--- src/rtl/jlsemi_util_clkmux_seq_ctrl.sv ---
// Glitch-safe N-way clock-switch sequencer: gate off, switch mux, settle, gate on.
// All outputs registered except the DFT override path, which forces last source with all gates open.
module jlsemi_util_clkmux_seq_ctrl #(
  parameter int NUM_CLK      = 4,
  parameter int SEL_W        = 2,
  parameter int GATE_OFF_CYC = 4,
  parameter int SETTLE_CYC   = 4,
  parameter int RST_SEL      = 0
) (
  input  logic               clk_i,
  input  logic               rst_n_i,
  input  logic [SEL_W-1:0]   sel_req_i,
  input  logic               sel_req_vld_i,
  input  logic               dft_test_clk_en,
  output logic [SEL_W-1:0]   mux_sel_o,
  output logic [NUM_CLK-1:0] clk_gate_en_o,
  output logic [SEL_W-1:0]   cur_sel_o,
  output logic               busy_o,
  output logic               sel_ack_o,
  output logic               sel_err_o
);

  localparam int                 MAX_CYC   = (GATE_OFF_CYC > SETTLE_CYC) ? GATE_OFF_CYC : SETTLE_CYC;
  localparam int                 CNT_W     = $clog2(MAX_CYC + 1);
  localparam logic [SEL_W-1:0]   RST_SEL_V = SEL_W'(RST_SEL);
  localparam logic [SEL_W-1:0]   DFT_SEL_V = SEL_W'(NUM_CLK - 1);
  localparam logic [SEL_W:0]     SEL_LIMIT = (SEL_W + 1)'(NUM_CLK);
  localparam logic [NUM_CLK-1:0] RST_GATE  = NUM_CLK'(1) << RST_SEL;
  localparam logic [CNT_W-1:0]   CNT_ONE   = CNT_W'(1);
  localparam logic [CNT_W-1:0]   CNT_GOFF  = CNT_W'(GATE_OFF_CYC);
  localparam logic [CNT_W-1:0]   CNT_SETL  = CNT_W'(SETTLE_CYC);

  typedef enum logic [1:0] {
    IDLE     = 2'd0,
    GATE_OFF = 2'd1,
    SWITCH   = 2'd2,
    SETTLE   = 2'd3
  } state_t;

  state_t               state;
  logic [CNT_W-1:0]     cnt;
  logic [SEL_W-1:0]     target;
  logic [SEL_W-1:0]     mux_q;
  logic [NUM_CLK-1:0]   gate_q;
  logic [SEL_W-1:0]     cur_q;
  logic                 busy_q;
  logic                 ack_q;
  logic                 err_q;

  function automatic logic [NUM_CLK-1:0] onehot(input logic [SEL_W-1:0] s);
    onehot = NUM_CLK'(1) << s;
  endfunction

  // Override freezes the sequence in place; only the ack/err pulses keep self-clearing.
  always_ff @(posedge clk_i or negedge rst_n_i) begin
    if (!rst_n_i) begin
      state  <= IDLE;
      cnt    <= '0;
      target <= RST_SEL_V;
      mux_q  <= RST_SEL_V;
      gate_q <= RST_GATE;
      cur_q  <= RST_SEL_V;
      busy_q <= 1'b0;
      ack_q  <= 1'b0;
      err_q  <= 1'b0;
    end else begin
      ack_q <= 1'b0;
      err_q <= 1'b0;
      if (!dft_test_clk_en) begin
        case (state)
          IDLE: begin
            if (sel_req_vld_i) begin
              if ({1'b0, sel_req_i} >= SEL_LIMIT) begin
                err_q <= 1'b1;
              end else if (sel_req_i == cur_q) begin
                ack_q <= 1'b1;
              end else begin
                target <= sel_req_i;
                gate_q <= '0;
                cnt    <= CNT_GOFF;
                busy_q <= 1'b1;
                state  <= GATE_OFF;
              end
            end
          end
          GATE_OFF: begin
            if (cnt == CNT_ONE) begin
              mux_q <= target;
              state <= SWITCH;
            end else begin
              cnt <= cnt - CNT_ONE;
            end
          end
          SWITCH: begin
            cnt   <= CNT_SETL;
            state <= SETTLE;
          end
          SETTLE: begin
            if (cnt == CNT_ONE) begin
              gate_q <= onehot(target);
              cur_q  <= target;
              ack_q  <= 1'b1;
              busy_q <= 1'b0;
              state  <= IDLE;
            end else begin
              cnt <= cnt - CNT_ONE;
            end
          end
          default: state <= IDLE;
        endcase
      end
    end
  end

  assign mux_sel_o     = dft_test_clk_en ? DFT_SEL_V : mux_q;
  assign clk_gate_en_o = dft_test_clk_en ? '1 : gate_q;
  assign cur_sel_o     = cur_q;
  assign busy_o        = busy_q;
  assign sel_ack_o     = ack_q & ~dft_test_clk_en;
  assign sel_err_o     = err_q & ~dft_test_clk_en;

  ack_err_excl: assert property (@(posedge clk_i) disable iff (!rst_n_i) !(ack_q && err_q));

endmodule

--- config.mk ---
export PLATFORM = sky130hd
export DESIGN_NAME = jlsemi_util_clkmux_seq_ctrl
export DESIGN_NICKNAME = d
export VERILOG_FILES = /design/src/rtl/jlsemi_util_clkmux_seq_ctrl.sv
export SDC_FILE = /design/constraint.sdc
export NUM_CORES = 1
export LEC_CHECK = 0
export BUFFER_PORTS_ARGS = -buffer_cell sky130_fd_sc_hd__buf_2
export CELL_PAD_IN_SITES_DETAIL_PLACEMENT = 1
export CELL_PAD_IN_SITES_GLOBAL_PLACEMENT = 1
export CORE_ASPECT_RATIO = 1.75
export CORE_MARGIN = 10
export CORE_UTILIZATION = 42
export DETAILED_ROUTE_END_ITERATION = 16
export PLACE_DENSITY = 0.8
export SYNTH_ARGS = -nofsm -noshare
export SYNTH_HDL_FRONTEND = slang
export SYNTH_SLANG_ARGS = --single-unit
--- constraint.sdc ---
create_clock -name clk_i -period 2.5 [get_ports clk_i]
set_input_delay 0.25 -clock clk_i [delete_from_list [all_inputs] [get_ports clk_i]]
set_output_delay 0.25 -clock clk_i [all_outputs]
set_load 0.005 [all_outputs]
==> flow_metrics.tcl <==
set metrics [dict create \
    synth_area_um2 1010 \
    end_kind "flop" \
    ios 17 \
    die_h_um 84.9 \
    coreArea_um2 2300 \
    routed_wirelength_mm 2.16 \
    leakagePower_nw 0.573 \
    hold_path.class "in -> reg" \
    dpl_cell_area_um2 1070 \
    dp_hpwl_mm 1.69 \
    n_fill_cell 270 \
    rrSetupSlack_ns 0.45 \
    final_area_um2 1130 \
    cts_tree "built" \
    yosys_warnings 0 \
    cp-start-kind "flop" \
    die_w_um 57.1 \
    first_global_vias 810 \
    cts_buffers 3 \
    critPathMaxFanout 10 \
    syn_avg_cell_area_um2 10.9 \
    drtIter0Drc 13 \
    min_period_over_period_pct 82.1 \
    drive_gt1_share_pct 37.0 \
    synth-seq-cells 17 \
    fin_nets 121 \
    drt-wirelength-per-cell_um 16.2 \
    post_cts_buffers 0 \
    clock_path_buffers 2 \
    io_buffer_count 15 \
    track_usage_pct 9.58 \
    syn_nets 105 \
    fmax_ghz 0.487 \
    area_delta_synth_final_pct 11.5 \
    start_util_pct 44.0 \
    antenna_left 0 \
    finalSetupTns_ns 0 \
    cts.sinks 17 \
    rsz0062_at_grt "false" \
    clock_latency_ns 0.25 \
    synth_cell_types 33 \
    drv_slew 0 \
    path_clk_slew_ns 0.07 \
    critical_path_class "reg -> reg" \
    grt_pass1_wl_mm 3.83 \
    antenna_cells 0 \
    grt_max_degree 20 \
    maxCapViolCount 0 \
    worstPathRequired_ns 2.64 \
    finClkSkew_ns 0.00421 \
    dieArea_um2 4850 \
    power_density_nw_per_um2 1140 \
    vias 724 \
    antenna_found_initial 0 \
    grt_overflow_total 0 \
    vdd_drop_max_uv 420 \
    outcome "finished, final reports clean" \
    ctsResizeCount 0 \
    worst-endpoint-arrival_ns 2.19 \
    drc 0 \
    vias_per_cell 5.44 \
    synthCells 93 \
    finalHoldViolCount 0 \
    min_period_ns 2.05 \
    root_buffer "clkbuf_8" \
    htreeDepth 1 \
    gp_congestion 0.724 \
    ys_seq_area_share_pct 42.2 \
    setup_viol 0 \
    firstDrtPassIters 4 \
    rows 23 \
]
-- critical path, cell delays in order, from the launching register on --
cell and delay (ns):
dfrtp_1 0.42, inv_1 0.11, ha_1 0.38, nor2_2 0.05, a211o_1 0.27, a221o_2 0.39, mux2_4 0.32
-- cell usage in the layout, fill, tap and decap left out, types with 2 or more instances in the layout --
master | Yosys | routed
dfrtp_1 | 16 | 16
buf_2 | 0 | 15
nor2_1 | 9 | 9
inv_1 | 7 | 7
mux2_2 | 7 | 7
or2_2 | 6 | 6
ha_1 | 6 | 6
mux2_4 | 4 | 4
nor3b_1 | 3 | 3
nand2_1 | 3 | 3
clkbuf_8 | 0 | 3
nor2b_1 | 2 | 2
xor2_1 | 2 | 2
nor3_1 | 2 | 2
a211o_1 | 2 | 2
a21oi_1 | 2 | 2
a32o_1 | 2 | 2
-- path summary, 6_finish.rpt --
check | start | to | cells past startpoint
setup / recovery | state[0] | gate_q[3] | 6
setup reg to reg | state[0] | gate_q[3] | 6
min in group asynchronous | rst_n_i | ack_q | 2
hold / removal | sel_req_i[0] | target[0] | 2
hold reg to reg | mux_q[0] | mux_q[0] | 1
max in group asynchronous | rst_n_i | gate_q[0] | 2
-- kinds of logic after synthesis --
family | after synthesis | share of synthesized area [%]
AOI/OAI and AO/OA | 12 | 9.52
other | 1 | 0.370
buffers and inverters | 12 | 7.05
muxes | 12 | 14.7
adders and majority gates | 6 | 7.42
DFF | 17 | 42.2
xor gates and xnor gates | 2 | 1.73
and+or+nand+nor | 31 | 17.1
-- metrics by stage --
| stage | util [%] | power, mW | hold slack [ns] | cells | setup WS (ns) |
|---|---|---|---|---|---|
| 5_1_grt | 49.0 | 1.41 | 0.275 | 133 | 0.345 |
| 3_5_place_dp | 46.6 | 1.10 | 0.200 | 128 | 0.498 |
| 3_3_place_gp | 46.6 | 1.06 | 0.188 | 128 | 0.584 |
| 6_report | 49.0 | 1.29 | 0.261 | 133 | 0.447 |
| 2_1_floorplan | - | 0.954 | -0.0456 | 93 | 0.685 |
| 4_1_cts | 49.0 | 1.31 | 0.260 | 133 | 0.460 |
-- state kept, by name, indices dropped and copies added, names as in the netlist --
signal     flops
busy_o         1
gate_q         4
target         2
mux_q          2
ack_q          1
cnt            3
cur_sel_o      2
state          2
-- cell type report --
cell class | instances | area [µm²] | share of cell area [%]
inverters | 7 | 26.3 | 2.33
clock buffers | 4 | 45.0 | 3.99
well taps | 25 | 31.3 | 2.77
multi-input cells | 64 | 514 | 45.6
repair buffers | 16 | 85.1 | 7.54
flip-flops and latches | 17 | 427 | 37.8
-- per-layer routing --
metal | up-vias | wire, µm | global-route usage [%]
li1 | 343 | - | -
met1 | 364 | 773 | 9.25
met3 | 5 | 95 | 2.69
met4 | 0 | 44 | 4.51
met2 | 12 | 1240 | 17.7
met5 | - | 0 | 0
-- synth_stat cells --
| cell type | n | area share [%] |
|---|---|---|
| dfrtp_1 | 16 | 40 |
| buf_6 | 3 | 3.3 |
| inv_1 | 7 | 2.6 |
| nand2_1 | 3 | 1.1 |
| nor3b_1 | 3 | 2.2 |
| nor3_1 | 2 | 0.99 |
| a221o_2 | 1 | 1.1 |
| clkbuf_1 | 1 | 0.37 |
| ha_1 | 6 | 7.4 |
| nor2_2 | 1 | 0.62 |
| nor2_1 | 9 | 3.3 |
| o2bb2ai_1 | 1 | 0.87 |
| and3b_2 | 1 | 0.99 |
| dfstp_2 | 1 | 2.6 |
| a211oi_1 | 1 | 0.74 |
| mux2i_1 | 1 | 0.99 |
| a21oi_1 | 2 | 0.99 |
| mux2_2 | 7 | 7.8 |
| mux2_4 | 4 | 5.9 |
| conb_1 | 1 | 0.37 |
| or2b_1 | 1 | 0.74 |
| nor2b_1 | 2 | 1.2 |
| nand2b_1 | 1 | 0.62 |
| a32oi_1 | 1 | 0.87 |
| a211o_1 | 2 | 1.7 |
| or2_2 | 6 | 3.7 |
| a32o_1 | 2 | 2.0 |
| o21a_1 | 1 | 0.74 |
| and3_2 | 1 | 0.74 |
| xor2_1 | 2 | 1.7 |
| o21ai_0 | 1 | 0.49 |
| or4_1 | 1 | 0.74 |
| buf_4 | 1 | 0.74 |
-- repair_timing --
action                     4_1_cts  5_1_grt
setup endpoints to repair        0        0
hold buffers                     1        0
hold endpoints to repair        16        0
-- report_power, final --
part	leakage [nW]	internal, mW	switching, mW
Sequential	0.213	0.400	0.0990
Clock	0.0228	0.113	0.0949
Combinational	0.336	0.300	0.286
Total	0.573	0.813	0.480
Power figures use the tool's default switching activity.
